[src/rtl/etm_mul16_seq.sv]
// Sequential 16x16 multiplier that time-shares one external 8x8 multiplier.
// It has an exact four-phase mode, an ETM-approximate two-phase mode, and a one-phase fast path.
module etm_mul16_seq (
  input  logic        clk,
  input  logic        rst,
  input  logic        in_valid,
  output logic        in_ready,
  input  logic [15:0] in_a,
  input  logic [15:0] in_b,
  input  logic        in_mode,
  output logic        out_valid,
  input  logic        out_ready,
  output logic [31:0] out_c,
  output logic [7:0]  mul_a,
  output logic [7:0]  mul_b,
  input  logic [15:0] mul_p
);

  localparam logic [1:0] IDLE = 2'd0;
  localparam logic [1:0] MUL  = 2'd1;
  localparam logic [1:0] DONE = 2'd2;

  logic [1:0]  state;
  logic [15:0] a_q;
  logic [15:0] b_q;
  logic        mode_q;
  logic        fast_q;
  logic [1:0]  phase;
  logic [1:0]  last_phase;
  logic [31:0] acc;
  logic [31:0] acc_next;
  logic        in_fast;

  assign in_ready  = (state == IDLE) && !rst;
  assign out_valid = (state == DONE);
  assign in_fast   = (in_a[15:8] == 8'h00) && (in_b[15:8] == 8'h00);

  // The byte pair fed to the shared multiplier depends on mode and phase.
  // It is forced to zero outside MUL so that the shared unit sees no spurious activity.
  always_comb begin
    mul_a = 8'h00;
    mul_b = 8'h00;
    if (state == MUL && !rst) begin
      if (fast_q || phase == 2'd0) begin
        mul_a = a_q[7:0];
        mul_b = b_q[7:0];
      end else if (mode_q) begin
        mul_a = a_q[15:8];
        mul_b = b_q[15:8];
      end else begin
        case (phase)
          2'd1: begin
            mul_a = a_q[7:0];
            mul_b = b_q[15:8];
          end
          2'd2: begin
            mul_a = a_q[15:8];
            mul_b = b_q[7:0];
          end
          default: begin
            mul_a = a_q[15:8];
            mul_b = b_q[15:8];
          end
        endcase
      end
    end
  end

  // Approximate mode places the two byte products side by side, so the cross terms are lost by design.
  always_comb begin
    acc_next = acc;
    if (fast_q) begin
      acc_next = {16'h0000, mul_p};
    end else if (mode_q) begin
      if (phase == 2'd0) acc_next = {acc[31:16], mul_p};
      else               acc_next = {mul_p, acc[15:0]};
    end else begin
      case (phase)
        2'd0:    acc_next = acc + {16'h0000, mul_p};
        2'd1,
        2'd2:    acc_next = acc + {8'h00, mul_p, 8'h00};
        default: acc_next = acc + {mul_p, 16'h0000};
      endcase
    end
  end

  always_ff @(posedge clk) begin
    if (rst) begin
      state      <= IDLE;
      a_q        <= 16'h0000;
      b_q        <= 16'h0000;
      mode_q     <= 1'b0;
      fast_q     <= 1'b0;
      phase      <= 2'd0;
      last_phase <= 2'd0;
      acc        <= 32'h0000_0000;
      out_c      <= 32'h0000_0000;
    end else begin
      case (state)
        IDLE: begin
          if (in_valid) begin
            a_q        <= in_a;
            b_q        <= in_b;
            mode_q     <= in_mode;
            fast_q     <= in_fast;
            last_phase <= in_fast ? 2'd0 : (in_mode ? 2'd1 : 2'd3);
            phase      <= 2'd0;
            acc        <= 32'h0000_0000;
            state      <= MUL;
          end
        end
        MUL: begin
          acc <= acc_next;
          if (phase == last_phase) begin
            out_c <= acc_next;
            state <= DONE;
          end else begin
            phase <= phase + 2'd1;
          end
        end
        DONE: begin
          if (out_ready) state <= IDLE;
        end
        default: state <= IDLE;
      endcase
    end
  end

endmodule

[config.mk]
export PLATFORM = sky130hd
export DESIGN_NAME = etm_mul16_seq
export DESIGN_NICKNAME = d
export VERILOG_FILES = /design/src/rtl/etm_mul16_seq.sv
export SDC_FILE = /design/constraint.sdc
export NUM_CORES = 1
export LEC_CHECK = 0
export CAP_MARGIN = 20
export CORE_UTILIZATION = 25
export DETAILED_ROUTE_END_ITERATION = 8
export GPL_TIMING_DRIVEN = 0
export HOLD_SLACK_MARGIN = 0.03
export PLACE_DENSITY = 0.41
export SYNTH_ARGS = -nofsm -noshare
export SYNTH_HDL_FRONTEND = slang
export SYNTH_SLANG_ARGS = --single-unit
[constraint.sdc]
create_clock -name clk -period 3.2 [get_ports clk]
set_clock_uncertainty 0.2 [all_clocks]
set_input_delay 0.32 -clock clk [delete_from_list [all_inputs] [get_ports clk]]
set_output_delay 0.32 -clock clk [all_outputs]
set_load 0.01 [all_outputs]
==> key figures, run 1 <==
Critical path
  • Crit start category: primary input
  • WP buf/inv: 1
  • Crit path required time: 3.32 ns
  • Worst EP arrival: 3.26 ns
  • CP Max Fanout: 6
  • Crit path cell chain: clkdlybuf4s15_1 -> ha_1 -> nand2_1 -> a2111oi_4 -> nor2_2 -> o31ai_4 -> nand4_1 -> xor2_1 -> o311ai_1 -> a32o_1
  • Slowest cell on crit path: ha_1
  • CP endpoint kind: flip-flop
  • CP max stage delay: 0.50 ns
  • Cell family contributing the most delay on the critical path: compound AO/OA/AOI/OAI gates
  • Path type of the worst setup path: primary input to flip-flop

Yosys
  • Sequential share of the synthesized area: 0.2736
  • Netlist cell types: 71
  • Fraction of registers with async set/reset: 0
  • Top cell type's share of synthesized area: 0.2736
  • Mean Syn Cell Area: 7.640 um2
  • YS warnings: 0
  • Post-Syn Area: 7610 um2
  • Cell count after synthesis: 996
  • Net count after synthesis: 1103
  • Predominant post-synthesis flop cell: dfxtp_1
  • Largest area contributor in the netlist: dfxtp_1
  • #FFs+latches synth: 104
  • EDFF count, synth: 0
  • Ranking of synthesized cells by area: dfxtp_1 27%, ha_1 8.4%, nand2_1 8.1%

Die
  • Chip Width: 176.5 um
  • Core ar.: 29800 um2
  • Die Y: 176.5 um
  • FP Rows: 63
  • Starting Density: 0.2554
  • I/O pin count: 103
  • Die Area: 31140 um2

CTS
  • Clock Latency Late Sink: 0.37 ns
  • Root Driver: clkbuf_16
  • CTS buffer count: 9
  • Max Root-Sink Buffers: 2
  • CTS tree: yes
  • Clk sinks: 104
  • Clock transition at path regs: 0.09 ns
  • Htree depth: 3
  • Post-CTS Hold Buffers: 0

STA
  • Fmax: 317.9 MHz
  • Final Setup Violations: 0
  • Final min period: 3.145 ns
  • Slew headroom: 0.4206
  • Final worst-path cycle share: 0.9829
  • Worst-margin pin slew: 0.8659 ns
  • RSZ-0062 raised after global routing: yes
  • Hold Fails Final Rpt: 0
  • Max-slew violations: 0

Route
  • WL met3: 2242 um
  • DRC violations left: 0
  • Wire per inst: 21.85 um
  • Metal1 wirelength: 15290 um
  • Uppermost layer routed: met4
  • Final wirelength: 33100 um
  • DRT Pass-1 Iters: 7
  • WL met2: 14810 um
  • 1st-iter DRT viols: 634
  • Post-DRT Antenna Nets: 0
  • Via Count: 8083
  • Detail-routed via count per cell: 5.335

Finish
  • ANT cells: 0
  • Fin util: 0.3322
  • Fillers: 3200
  • Fin nets: 1227
  • Area Overhead vs Synth: 30.07%
  • Layout cells sized above 1: 0.1067

GRT
  • Vias in the first global route: 7725
  • Initial antenna violation count: 0
  • Largest net degree at the start of global routing: 22
  • Grt total ovfl: 0
  • First-pass GRT wire length: 49120 um
  • GRT Util Overall: 0.2127

Outcome
  • Status: finished clean

Job
  • Max cap viols: 0

Power
  • Max VDD drop: 0.0002934 V
  • Power Density: 443.4 nW/um2
  • Static Leak: 3.901 nW
  • Total power: 4.388 mW

Hold path
  • HP Class: flip-flop to flip-flop

Placement
  • Gpl congestion: 0.8890
  • IO Port Bufs: 101
  • DP HPWL: 25260 um
[cell usage after synthesis, types with 6 or more instances]
cell,count
nor2_1,84
o221ai_1,6
nor3_1,7
nand4_1,7
o21a_1,9
xor2_1,21
a32o_1,7
nand2b_1,15
o21ai_0,50
xnor2_1,34
a211oi_1,16
buf_1,6
a31oi_1,10
nor2b_1,6
a21o_1,15
inv_1,19
o31ai_1,8
a22o_1,17
a21oi_1,110
a221oi_1,11
and3_1,13
nand2_1,164
o211ai_1,6
mux2i_1,30
ha_1,51
nand3_1,22
dfxtp_1,104
a211o_1,6
clkbuf_1,49
[power by group]
part           switching [mW]  internal, mW  total (mW)
clock network           0.629         0.564        1.19
logic                    1.03         0.647        1.68
registers               0.113          1.41        1.52
[cells in the final DEF, fill, tap and decap left out, drive strengths merged, types with 11 or more instances in the layout]
master           n
a211oi          16
a21o            15
a21oi          111
a221oi          11
a22o            17
and3            13
buf             23
clkbuf          57
clkdlybuf4s50   85
dfxtp          104
ha              51
inv             21
mux2i           30
nand2          164
nand2b          15
nand3           22
nor2            85
o21ai           54
xnor2           34
xor2            21
[per-stage QoR]
step	setup WS [ns]	hold WS (ns)	instance area, um2	cells	TNS, ns
2_1_floorplan	0.2708	0.2357	7610	996	0
3_3_place_gp	-1.277	0.2417	9109	1487	-43.55
3_5_place_dp	-1.216	0.2473	9109	1487	-40.46
4_1_cts	-0.05879	0.2581	9629	1509	-0.4267
5_1_grt	-0.07225	0.2738	9898	1515	-0.4472
6_report	0.05482	0.2573	9898	1515	0
[cell families (layout without fill, tap and decap cells)]
logic type | Yosys count | in the layout | share of synthesized area
fa+ha+maj | 54 | 54 | 0.09175
mux | 31 | 31 | 0.04094
simple gates | 345 | 345 | 0.2011
compound gates | 328 | 328 | 0.2895
buf+inv | 79 | 208 | 0.03979
xor+xnor | 55 | 55 | 0.06330
flops | 104 | 104 | 0.2736
[registers in the layout, summed over array words and instances (netlist names)]
register and cells:
acc 32, out_c 32, a_q 16, b_q 16, last_phase 2, phase 2, state 2, fast_q 1
mode_q 1
[worst paths after layout]
kind                  from         to  slack [ns]  cells past startpoint
setup / recovery  mul_p[8]    acc[25]        0.05                     10
hold / removal      b_q[9]     b_q[9]        0.26                      2
setup reg to reg    acc[8]  out_c[20]        0.07                     13
hold reg to reg     b_q[9]     b_q[9]        0.26                      2
[cell type report]
class / instances / area (um2) / share of cell area
Tap cell: 390 / 488.0 / 0.04930
Clock buffer: 9 / 225.2 / 0.02275
Timing Repair Buffer: 116 / 1126 / 0.1138
Inverter: 21 / 78.83 / 0.007964
Clock inverter: 7 / 86.33 / 0.008722
Sequential cell: 104 / 2097 / 0.2119
Buffer: 55 / 220.2 / 0.02225
Multi-Input combinational cell: 813 / 5577 / 0.5634
[repair_timing]
item / 4_1_cts / 5_1_grt
resized for setup: 65 / 52
setup buffers: 6 / 10
pin swaps: 10 / 25
endpoints found under the setup margin: 61 / 61
[per-layer routing]
metal  GRT usage  up-vias
li1            -     3881
met1      0.2949     3843
met2      0.3342      315
met3     0.03316       44
met4     0.06932        0
met5           0        -
[worst reg2reg max path: cells and delay by family, from the launching register on]
kind,cells,cell delay [ns]
AO/OA/AOI/OAI,6,1.17
XOR/XNOR,1,0.11
adder cells (fa/ha/maj),2,0.53
flip-flops,1,0.38
AND/OR/NAND/NOR,2,0.22
buffers and inverters,2,0.35
Note: power is estimated with default switching activity, not from simulation.
==> run 2: changes to the inputs <==
==> constraint.sdc (replaced) <==
create_clock -name clk -period 2.6 [get_ports clk]
set_clock_uncertainty 0.2 [all_clocks]
set_input_delay 0.26 -clock clk [delete_from_list [all_inputs] [get_ports clk]]
set_output_delay 0.26 -clock clk [all_outputs]
set_load 0.01 [all_outputs]
==> run 2 against run 1 <==
The run now ends with negative setup slack left. Power rose by 30%. Clock-buffer cell count did not move. Die area did not move. Combinational power rose by 40%. Register-to-register slack got worse by 0.50 ns. Cell area rose by 8.5%. Core utilization rose by 2.8 points. Sequential cell count did not move.
==> key figures, run 2 (synthesized netlist as in run 1, its figures left out) <==
Finish
  • Layout cells sized above 1: 0.2250 (was 0.1067)
  • Most frequent cells in the layout: 161 x nand2_1, 88 x a21oi_1, 87 x dfxtp_1 (was 164 x nand2_1, 102 x a21oi_1, 94 x dfxtp_1)
  • Area of the multi-input gates: 6077 um2 (was 5577 um2)
  • ANT cells: 0 (unchanged)
  • Largest registers: acc x32, out_c x32 (unchanged)
  • Fillers: 3203 (was 3200)
  • Fin nets: 1262 (was 1227)
  • Area Overhead vs Synth: 41.12% (was 30.07%)
  • Commonest non-fill, non-tap cell in the layout: nand2_1 (unchanged)
  • Sequential cell area: 2121 um2 (was 2097 um2)
  • Fin util: 0.3604 (was 0.3322)
  • Finished Layout Cells: 1550 (was 1515)

Placement
  • Placed insts: 1487 (unchanged)
  • DP HPWL: 25480 um (was 25260 um)
  • IO Port Bufs: 101 (unchanged)
  • Gpl congestion: 0.8854 (was 0.8890)

GRT
  • First-pass GRT wire length: 50850 um (was 49120 um)
  • Initial antenna violation count: 0 (unchanged)
  • Largest net degree at the start of global routing: 20 (was 22)
  • Vias in the first global route: 8114 (was 7725)
  • GRT Util Overall: 0.2191 (was 0.2127)
  • Grt total ovfl: 0 (unchanged)

Critical path
  • Worst EP arrival: 3.09 ns (was 3.26 ns)
  • Crit path cell chain: ha_4 -> fa_2 -> a211oi_2 -> nor2_2 -> o211ai_1 -> o21ai_2 -> a311oi_2 -> xnor2_1 -> a221oi_2 -> a221oi_2 -> buf_4 -> a32o_1 (was clkdlybuf4s15_1 -> ha_1 -> nand2_1 -> a2111oi_4 -> nor2_2 -> o31ai_4 -> nand4_1 -> xor2_1 -> o311ai_1 -> a32o_1)
  • Cell family contributing the most delay on the critical path: compound AO/OA/AOI/OAI gates (unchanged)
  • Crit-path most repeated cell: a221oi_2
  • Crit path required time: 2.66 ns (was 3.32 ns)
  • CP endpoint kind: flip-flop (unchanged)
  • WP buf/inv: 1 (unchanged)
  • CP max stage delay: 0.37 ns (was 0.50 ns)
  • Path type of the worst setup path: flip-flop to flip-flop (was primary input to flip-flop)
  • Crit start category: flip-flop (was primary input)
  • Slowest cell on crit path: dfxtp_4 (was ha_1)
  • Flop-to-flop setup slack: -0.43 ns (was 0.07 ns)
  • CP Max Fanout: 3 (was 6)

STA
  • Slew headroom: 0.3977 (was 0.4206)
  • Max-slew violations: 0 (unchanged)
  • Final worst-path cycle share: 1.166
  • Hold Fails Final Rpt: 0 (unchanged)
  • Fmax: 330.0 MHz
  • Final min period: 3.031 ns
  • Final Setup Violations: 44 (was 0)
  • Final worst slack: -0.4306 ns (was 0.05482 ns)
  • RSZ-0062 raised after global routing: yes (unchanged)
  • Worst Hold Slack: 0.2499 ns (was 0.2573 ns)
  • Worst-margin pin slew: 0.9034 ns (was 0.8659 ns)

Die
  • Chip Width: 176.5 um (unchanged)
  • FP Rows: 63 (unchanged)
  • Core ar.: 29800 um2 (unchanged)
  • Die Y: 176.5 um (unchanged)
  • Starting Density: 0.2554 (unchanged)
  • Die Area: 31140 um2 (unchanged)
  • I/O pin count: 103 (unchanged)

Route
  • Wire per inst: 21.88 um (was 21.85 um)
  • DRT Pass-1 Iters: 6 (was 7)
  • DRC violations left: 0 (unchanged)
  • WL met2: 15110 um (was 14810 um)
  • 1st-iter DRT viols: 579 (was 634)
  • Post-DRT Antenna Nets: 0 (unchanged)
  • Final wirelength: 33910 um (was 33100 um)
  • Via Count: 8180 (was 8083)
  • Detail-routed via count per cell: 5.277 (was 5.335)
  • Metal1 wirelength: 16130 um (was 15290 um)
  • Uppermost layer routed: met4 (unchanged)
  • WL met3: 2014 um (was 2242 um)

Job
  • Max cap viols: 0 (unchanged)

Hold path
  • HP Class: primary input to flip-flop (was flip-flop to flip-flop)

Power
  • Max VDD drop: 0.0003751 V (was 0.0002934 V)
  • Static Leak: 4.252 nW (was 3.901 nW)
  • Power Density: 531.7 nW/um2 (was 443.4 nW/um2)

CTS
  • CTS buffer count: 9 (unchanged)
  • Root Driver: clkbuf_16 (unchanged)
  • CTS tree: yes (unchanged)
  • Clock transition at path regs: 0.08 ns (was 0.09 ns)
  • Clock Latency Late Sink: 0.36 ns (was 0.37 ns)
  • Clk sinks: 104 (unchanged)
  • Htree depth: 3 (unchanged)
  • Max Root-Sink Buffers: 2 (unchanged)

Outcome
  • Failing checks: negative setup slack
  • Status: finished, violations left (was finished clean)
==> run 2: cell types whose count changed in the layout (fill, tap and decap cells not counted), moves of 8 or more <==
cell             delta
a21oi_1            -14
a21oi_2            +11
buf_4              +26
buf_6               +8
clkdlybuf4s50_1    -16
o21ai_0            -21
o21ai_1            +12
o21ai_2             +9
==> run 2: tightest hold or removal path, stage by stage <==
cell and delay [ns]:
clkdlybuf4s50_1 0.39, nand2_1 0.06, a21oi_1 0.05
==> run 2: path summary, 6_finish.rpt <==
path,cells past startpoint,end,start
max,12,out_c[22],acc[8]
min,3,a_q[1],in_a[1]
max reg2reg,12,out_c[22],acc[8]
min reg2reg,2,a_q[1],a_q[1]
==> run 2: timing repair <==
action | in CTS | in global routing
setup endpoints to repair | 80 | 76
hold endpoints to repair | 0 | 0
buffers inserted | 42 | 13
hold buffers | 0 | 0
resized for setup | 196 | 84
pin swaps | 64 | 48
==> run 2: through the flow <==
stage          setup WS [ns]  TNS [ns]  total power [mW]  instance area (um2)
2_1_floorplan        -0.1174   -0.2869             3.069                 7752
3_3_place_gp          -1.525    -75.42             3.858                 9251
3_5_place_dp          -1.525    -74.80             3.847                 9251
4_1_cts              -0.4280    -12.95             5.609                10430
5_1_grt              -0.5099    -16.85             6.033                10740
6_report             -0.4306    -11.94             5.710                10740
==> run 2: layer usage <==
layer / GRT usage / vias up
li1: - / 3948
met1: 0.3040 / 3941
met2: 0.3445 / 245
met3: 0.04048 / 46
met4: 0.05999 / 0
met5: 0 / -
==> run 2: power by group <==
part           internal [mW]  switching (mW)
registers               1.73           0.139
logic                  0.966            1.39
clock network          0.772           0.715
total                   3.47            2.24
==> run 2: area by class of cell <==
type,instances,share of cell area
Inverter,21,0.007457
Timing Repair Buffer,152,0.1324
Clock buffer,9,0.02097
Clock inverter,7,0.007923
Buffer,54,0.02249
Tap cell,390,0.04544
Multi-Input combinational cell,813,0.5659
Sequential cell,104,0.1975
